[config.mk]
export PLATFORM = sky130hd
export DESIGN_NAME = filtro_control_pb200
export DESIGN_NICKNAME = d
export VERILOG_FILES = /design/src/rtl/filtro_control_pb200.sv
export SDC_FILE = /design/constraint.sdc
export NUM_CORES = 1
export LEC_CHECK = 0
export BUFFER_PORTS_ARGS = -buffer_cell sky130_fd_sc_hd__buf_4
export CORE_MARGIN = 2
export CORE_UTILIZATION = 44
export CTS_BUF_LIST = sky130_fd_sc_hd__clkbuf_16
export CTS_CLUSTER_SIZE = 10
export DETAILED_ROUTE_END_ITERATION = 7
export GPL_TIMING_DRIVEN = 0
export MAX_ROUTING_LAYER = met4
export PLACE_DENSITY = 0.81
export REMOVE_ABC_BUFFERS = 1
export SYNTH_ARGS = -nofsm -noshare
export SYNTH_HDL_FRONTEND = slang
export SYNTH_SLANG_ARGS = --single-unit
[constraint.sdc]
create_clock -name clk -period 1.4 [get_ports clk]
set_input_delay 0.07 -clock clk [delete_from_list [all_inputs] [get_ports clk]]
set_output_delay 0.07 -clock clk [all_outputs]
set_load 0.1 [all_outputs]
[src/rtl/filtro_control_pb200.sv]
// -----------------------------------------------------------------------------
// filtro_control_pb200
//
// Sequencer for the 200 Hz low-pass filter datapath. Each sample strobe walks
// the shared MAC unit (resultado = dato1*dato2 + dato3) through one complete
// filter update:
//
//   SHIFT : fk2 <= fk1, fk1 <= fk
//   M1..M3: fk    = b0*uk - a1*fk1 - a2*fk2      (recursive section)
//   M4..M7: yk    = g*(fk2 + 2*fk1 + fk)         (1-2-1 numerator, gain g)
//   DONE  : yk holds the new output sample
//
// Ports
//   clk      in   system clock, rising edge
//   reset    in   synchronous, active-high reset (shared with the datapath)
//   start    in   one-cycle sample strobe per new uk
//   en1..en7 out  register enables: yk, fk, fk1, fk2, acum1, acum2, acum3
//   selmuxS  out  signal operand   : 0=uk 1=fk 2=fk1 3=fk2
//   selmuxC  out  coefficient index: 0=b0 1=-a1 2=-a2 3=g
//   selmuxZ  out  addend           : 0=zero 1=acum1 2=acum2 3=acum3
//   busy     out  high from SHIFT through DONE
//   done     out  one-cycle pulse, yk holds the new sample
//   overrun  out  sticky, a strobe was dropped
//
// All datapath controls are Moore outputs. They are registered from the
// next-state value so that they line up exactly with the state register and
// leave the block without any combinational path from start.
// -----------------------------------------------------------------------------
module filtro_control_pb200 (
    input  logic       clk,
    input  logic       reset,
    input  logic       start,
    output logic       en1,
    output logic       en2,
    output logic       en3,
    output logic       en4,
    output logic       en5,
    output logic       en6,
    output logic       en7,
    output logic [2:0] selmuxS,
    output logic [1:0] selmuxC,
    output logic [2:0] selmuxZ,
    output logic       busy,
    output logic       done,
    output logic       overrun
);

    typedef enum logic [3:0] {
        IDLE  = 4'd0,
        SHIFT = 4'd1,
        M1    = 4'd2,
        M2    = 4'd3,
        M3    = 4'd4,
        M4    = 4'd5,
        M5    = 4'd6,
        M6    = 4'd7,
        M7    = 4'd8,
        DONE  = 4'd9
    } state_t;

    // Operand-mux encodings shared with the datapath.
    localparam logic [2:0] S_UK  = 3'd0;
    localparam logic [2:0] S_FK  = 3'd1;
    localparam logic [2:0] S_FK1 = 3'd2;
    localparam logic [2:0] S_FK2 = 3'd3;

    localparam logic [1:0] C_B0  = 2'd0;
    localparam logic [1:0] C_A1  = 2'd1;
    localparam logic [1:0] C_A2  = 2'd2;
    localparam logic [1:0] C_G   = 2'd3;

    localparam logic [2:0] Z_ZERO = 3'd0;
    localparam logic [2:0] Z_AC1  = 3'd1;
    localparam logic [2:0] Z_AC2  = 3'd2;
    localparam logic [2:0] Z_AC3  = 3'd3;

    // Enable vector order: en[6]=en1 (yk) ... en[0]=en7 (acum3).
    localparam logic [6:0] EN_YK  = 7'b1000000;
    localparam logic [6:0] EN_FK  = 7'b0100000;
    localparam logic [6:0] EN_FK1 = 7'b0010000;
    localparam logic [6:0] EN_FK2 = 7'b0001000;
    localparam logic [6:0] EN_AC1 = 7'b0000100;
    localparam logic [6:0] EN_AC2 = 7'b0000010;
    localparam logic [6:0] EN_AC3 = 7'b0000001;

    typedef struct packed {
        logic [6:0] en;
        logic [2:0] s;
        logic [1:0] c;
        logic [2:0] z;
        logic       busy;
        logic       done;
    } ctl_t;

    state_t state_q, state_d;
    logic   pending_q, pending_d;
    logic   overrun_q, overrun_d;
    ctl_t   ctl_q;

    // Moore decode of the datapath controls for one state.
    function automatic ctl_t decode(input state_t st);
        ctl_t o;
        o = '0;
        case (st)
            SHIFT: begin
                o.en   = EN_FK1 | EN_FK2;
                o.busy = 1'b1;
            end
            M1: begin
                o.en = EN_AC1; o.s = S_FK1; o.c = C_A1; o.z = Z_ZERO;
                o.busy = 1'b1;
            end
            M2: begin
                o.en = EN_AC2; o.s = S_FK2; o.c = C_A2; o.z = Z_AC1;
                o.busy = 1'b1;
            end
            M3: begin
                o.en = EN_FK;  o.s = S_UK;  o.c = C_B0; o.z = Z_AC2;
                o.busy = 1'b1;
            end
            M4: begin
                o.en = EN_AC3; o.s = S_FK2; o.c = C_G;  o.z = Z_ZERO;
                o.busy = 1'b1;
            end
            // M5 and M6 both add g*fk1 to build the centre tap of 1-2-1.
            M5, M6: begin
                o.en = EN_AC3; o.s = S_FK1; o.c = C_G;  o.z = Z_AC3;
                o.busy = 1'b1;
            end
            M7: begin
                o.en = EN_YK;  o.s = S_FK;  o.c = C_G;  o.z = Z_AC3;
                o.busy = 1'b1;
            end
            DONE: begin
                o.busy = 1'b1;
                o.done = 1'b1;
            end
            default: o = '0;
        endcase
        return o;
    endfunction

    always_comb begin
        state_d   = state_q;
        pending_d = pending_q;
        overrun_d = overrun_q;

        case (state_q)
            IDLE:  if (start) state_d = SHIFT;
            SHIFT: state_d = M1;
            M1:    state_d = M2;
            M2:    state_d = M3;
            M3:    state_d = M4;
            M4:    state_d = M5;
            M5:    state_d = M6;
            M6:    state_d = M7;
            M7:    state_d = DONE;
            DONE: begin
                // A strobe arriving in DONE counts as a busy-time strobe; with
                // no sample queued it is consumed at once by restarting.
                if (pending_q || start) begin
                    state_d   = SHIFT;
                    pending_d = 1'b0;
                end else begin
                    state_d = IDLE;
                end
                if (start && pending_q) overrun_d = 1'b1;
            end
            default: state_d = IDLE;
        endcase

        // Strobes during SHIFT..M7 queue one sample; a second one is lost.
        if (start && (state_q >= SHIFT) && (state_q <= M7)) begin
            if (pending_q) overrun_d = 1'b1;
            else           pending_d = 1'b1;
        end
    end

    always_ff @(posedge clk) begin
        if (reset) begin
            state_q   <= IDLE;
            pending_q <= 1'b0;
            overrun_q <= 1'b0;
            ctl_q     <= '0;
        end else begin
            state_q   <= state_d;
            pending_q <= pending_d;
            overrun_q <= overrun_d;
            ctl_q     <= decode(state_d);
        end
    end

    assign en1     = ctl_q.en[6];
    assign en2     = ctl_q.en[5];
    assign en3     = ctl_q.en[4];
    assign en4     = ctl_q.en[3];
    assign en5     = ctl_q.en[2];
    assign en6     = ctl_q.en[1];
    assign en7     = ctl_q.en[0];
    assign selmuxS = ctl_q.s;
    assign selmuxC = ctl_q.c;
    assign selmuxZ = ctl_q.z;
    assign busy    = ctl_q.busy;
    assign done    = ctl_q.done;
    assign overrun = overrun_q;

endmodule

# Yosys cells after proc, flatten, opt, wreduce, memory -nomap -nowiden
# Cells that the tools add are included.
# Widths: inputs -> output; s select.
# totals
register_bits,23
output_inout_bits,18
inputBits,3
wordCells,52
# op_classes
magnitude_cmp,2
reduce_logical,8
muxes,15
eq_ne,18
# op_table
operator,count
$pmux 7 s6,2
$pmux 4 s10,1
$eq 4x3->1 const B,8
$eq 4x2->1 const B,4
$eq 4x4->1 const B,4
$mux 1,11
$reduce_or 9->1,1
$eq 4x1->1 const B,2
$ge 4x1->1 const B,1
$le 4x4->1 const B,1
$logic_not 4->1,1
$mux 4,1
$logic_and 1x1->1,3
$reduce_or 3->1,1
$reduce_or 2->1,1
$logic_or 1x1->1,1

# Logic depth before layout (Yosys ltp)
# depth
depth_word,6
ltp_mapped,5
depth_no_buf,3

# Worst setup path before layout
# No wires, ideal clock.
# synth_timing
path_kind,register to output
startpoint,register en3 (netlist name)
endpoint,output en4
arrival_ps,1356
path_stages_with_launch,2
required_ps,1330
path_slack_ps,-26
n_path_buf,1
path_cell_list,dfxtp_1 buf_4
# synth_rtl
item,line_no,source
"end, declared",36,"output logic en4,"

# Worst setup path in the final report
# layout_timing
startpoint,register state_q[3]
endpoint,register ctl_q (netlist bit en1)
# layout_between
elab_chain_cells,5
elab_cells_between_ends,22
cone_classes,eq/ne: 17; mux: 3; reduce/logical: 2
# layout_lines
item,line_no,source
"start, declared",95,"state_t state_q, state_d;"
"start signal, assigned",186,state_q <= state_d;
$eq 4x4->1 (tied with other cells),148,case (state_q)
$pmux 4 s10 *,148,
$eq 4x3->1,104,case (st)
$reduce_or 3->1 (no line),--,
$pmux 7 s6 *,104,
"end signal, assigned",189,ctl_q <= decode(state_d);
"end, declared",98,ctl_t ctl_q;
# Every way passes the cells marked *; elsewhere a longest branch is shown, timed or not.
# A chain may end at the register's enable or synchronous reset.

==> results.json <==
{
  "grt_antenna_before_repair": 0,
  "comb_power_share_pct": 24.7,
  "clk_sink_count": 20,
  "hold_buffer_count_at_cts": 0,
  "clock_power_share_pct": 41.1,
  "start_kind": "register",
  "cts_htree_levels": 1,
  "report.final.slew_viol_count": 0,
  "detailedRoute.firstPassIterationCount": 4,
  "grt.total_usage_pct": 18.3,
  "setup-violations-final": 0,
  "clockRootBuffer": "sky130_fd_sc_hd__clkbuf_16",
  "route.detailed.wl_per_inst_um": 13.8,
  "outcome": "completed",
  "wire_length_of_the_first_global_routing_pass_um": 2680,
  "power-per-cell-area_nw_per_um2": 1700,
  "antenna_violating_nets_post_route": 0,
  "max_stage_delay_ns": 0.48,
  "utilization_pct": 64.9,
  "drt_iter0_markers": 19,
  "via_count": 662,
  "max_cap_viol_count": 0,
  "criticalPathCategory": "register to register",
  "numCtsBuffers": 3,
  "synth-warning-count": 0,
  "design.core.area_sq_um": 1710,
  "crit_path_cell_trace": "buf_4 -> or4b_4 -> a21oi_2 -> a21boi_2",
  "p_switching_mw": 0.580,
  "final_nets": 107,
  "crit_slowest_cell": "sky130_fd_sc_hd__or4b_4",
  "initial_core_utilization_pct": 46.6,
  "cp_data_arrival_time_ns": 1.58,
  "internal_power_mw": 1.30,
  "netlist_instances": 82,
  "ir_drop_uv": 741,
  "fin_setup_tns_ns": 0,
  "sort_of_element_at_the_end_of_the_critical_path": "register",
  "drive_above_1_share_pct": 41.7,
  "insertedDiodeCount": 0,
  "totalWireLength_um": 1760,
  "dp_hpwl_um": 990,
  "timing.critical_path.fanout_max": 12,
  "worst_setup_hold_path_clk_slew_ns": 0.06,
  "synthToLayoutAreaGrowth_pct": 39.3,
  "maxClockFrequency_ghz": 0.720,
  "grt_overflow": 0,
  "synth.yosys.seq_area_share_pct": 50.3,
  "boundaryPins": 21,
  "syn-cell-area_sq_um": 796,
  "dieArea_sq_um": 2160,
  "residual_drc_count": 0,
  "post-route-period-util_pct": 99.3,
  "cts_tree": "built",
  "p_leak_nw": 0.470,
  "first_global_vias": 604,
  "die_w_um": 46.5,
  "place_congestion": 0.776,
  "clk-insertion-delay-late_ns": 0.25,
  "syn_area_cell_sq_um": 9.70,
  "die_h_um": 46.5,
  "p_sw_share_pct": 30.9,
  "final_number_of_hold_violating_endpoints": 0,
  "port_buffers": 18,
  "minimum_clock_period_after_layout_ns": 1.39,
  "synth.distinct_cells": 36,
  "clk_path_buf_depth": 2,
  "worst-endpoint-required_ns": 1.59,
  "hold_path.class": "primary input to register",
  "finClkSkew_ns": 0.00175,
  "synth_seq_cells": 20,
  "setup_repair_after_global_routing_missed_its_margin": "true",
  "maximum_number_of_pins_on_one_net_before_global_route_repair": 16,
  "dr_vias_cell": 5.17,
  "num_rows": 15,
  "power.share.sequential_pct": 34.2
}
sequential cells by signal (all words and copies together), names as in the netlist, 2 cells and up:
| signal | cells |
|---|---|
| selmuxZ | 2 |
| selmuxS | 2 |
| selmuxC | 2 |
| state_q | 4 |
metal layers:
layer  part of all wire [%]  vias up  wire [um]  global-route usage (%)
li1                       -      323          -                       -
met1                     41      310        716                    21.7
met2                     52       27        914                    28.9
met3                    6.7        2        118                    5.10
met4                   0.57        0         10                    7.43
met5                      0        -          0                       -
kinds of logic after synthesis:
logic type | count (synthesis) | synth area share [%]
compound gates | 17 | 14.2
buf+inv | 12 | 8.65
mux | 1 | 1.26
xor+xnor | 3 | 3.30
simple gates | 28 | 21.9
flops | 20 | 50.3
other cells | 1 | 0.471
power groups by stage:
stage	Sequential [mW]	Combinational [mW]	Clock, mW
2_1_floorplan	0.871	0.116	0
3_3_place_gp	0.663	0.397	0
3_5_place_dp	0.666	0.402	0
4_1_cts	0.638	0.452	0.782
5_1_grt	0.646	0.486	0.812
6_report	0.643	0.464	0.773
final cells by class:
cell class / instances / area, sq um
clock buffer: 3 / 75.1
clock inverter: 1 / 30.0
fill: 128 / 599
inverter: 2 / 7.51
multi-input combinational: 51 / 349
sequential: 20 / 413
tap: 25 / 31.3
timing repair buffer: 26 / 203
worst paths after layout:
kind,from,endpoint,slack [ns],cells past startpoint
max,state_q[3],en1,0.01,4
min,reset,state_q[3],0.05,2
max reg2reg,state_q[3],en1,0.01,4
min reg2reg,overrun,overrun,0.51,2
metrics by stage:
stage / hold WS, ns / std cells / setup WS, ns / area (sq um) / power, mW
2_1_floorplan: 0.137 / 73 / -0.223 / 738 / 0.987
3_3_place_gp: 0.307 / 116 / -0.132 / 905 / 1.06
3_5_place_dp: 0.310 / 116 / -0.175 / 905 / 1.07
4_1_cts: 0.0401 / 128 / -0.0273 / 1080 / 1.87
5_1_grt: 0.0547 / 128 / -0.0369 / 1110 / 1.94
6_report: 0.0519 / 128 / 0.0104 / 1110 / 1.88
worst max-delay path: cells and delay by family (launching register included):
kind	cells	cell delay [ns]
buffers and inverters	1	0.17
AOI/OAI and AO/OA	2	0.33
DFF	1	0.35
and+or+nand+nor	1	0.48
cell usage after synthesis (all sizes together):
cell type	count	share of area, %
dfxtp	20	50
buf	8	6.8
nor2	8	3.8
a21oi	7	4.9
o21ai	4	2.5
and3	2	1.6
clkbuf	2	0.94
inv	2	0.94
nand2	2	0.94
nor3b	2	1.9
or3	2	1.6
xnor2	2	2.2
a2111oi	1	1.1
a211oi	1	1.6
a21boi	1	0.94
a21o	1	0.94
a311oi	1	1.1
a41oi	1	1.1
and2	1	0.79
and3b	1	1.1
conb	1	0.47
mux2i	1	1.3
nand2b	1	0.79
nand3	1	0.63
nand3b	1	0.94
nand4b	1	1.1
nor3	1	0.63
nor4	1	0.79
nor4b	1	1.9
or2	1	0.79
or4	1	1.4
or4b	1	1.3
xor2	1	1.1
placed cells by master (no fill, tap or decap), types with 2 or more instances in the layout:
cell type / instances
sky130_fd_sc_hd__or3_1: 2
sky130_fd_sc_hd__and3_1: 2
sky130_fd_sc_hd__clkbuf_16: 3
sky130_fd_sc_hd__nor3b_1: 2
sky130_fd_sc_hd__a21oi_2: 2
sky130_fd_sc_hd__dfxtp_1: 16
sky130_fd_sc_hd__a21oi_1: 5
sky130_fd_sc_hd__buf_6: 2
sky130_fd_sc_hd__o21ai_0: 3
sky130_fd_sc_hd__nand2_1: 2
sky130_fd_sc_hd__inv_1: 2
sky130_fd_sc_hd__dfxtp_4: 3
sky130_fd_sc_hd__conb_1: 2
sky130_fd_sc_hd__buf_4: 24
sky130_fd_sc_hd__nor2_1: 8
sky130_fd_sc_hd__xnor2_1: 2
timing repair:
action                                  CTS  global route
resized for setup                         8             6
pin swaps                                 4             5
setup buffers                             8             0
endpoints found under the setup margin    8             6
Power figures use the tool's default switching activity.
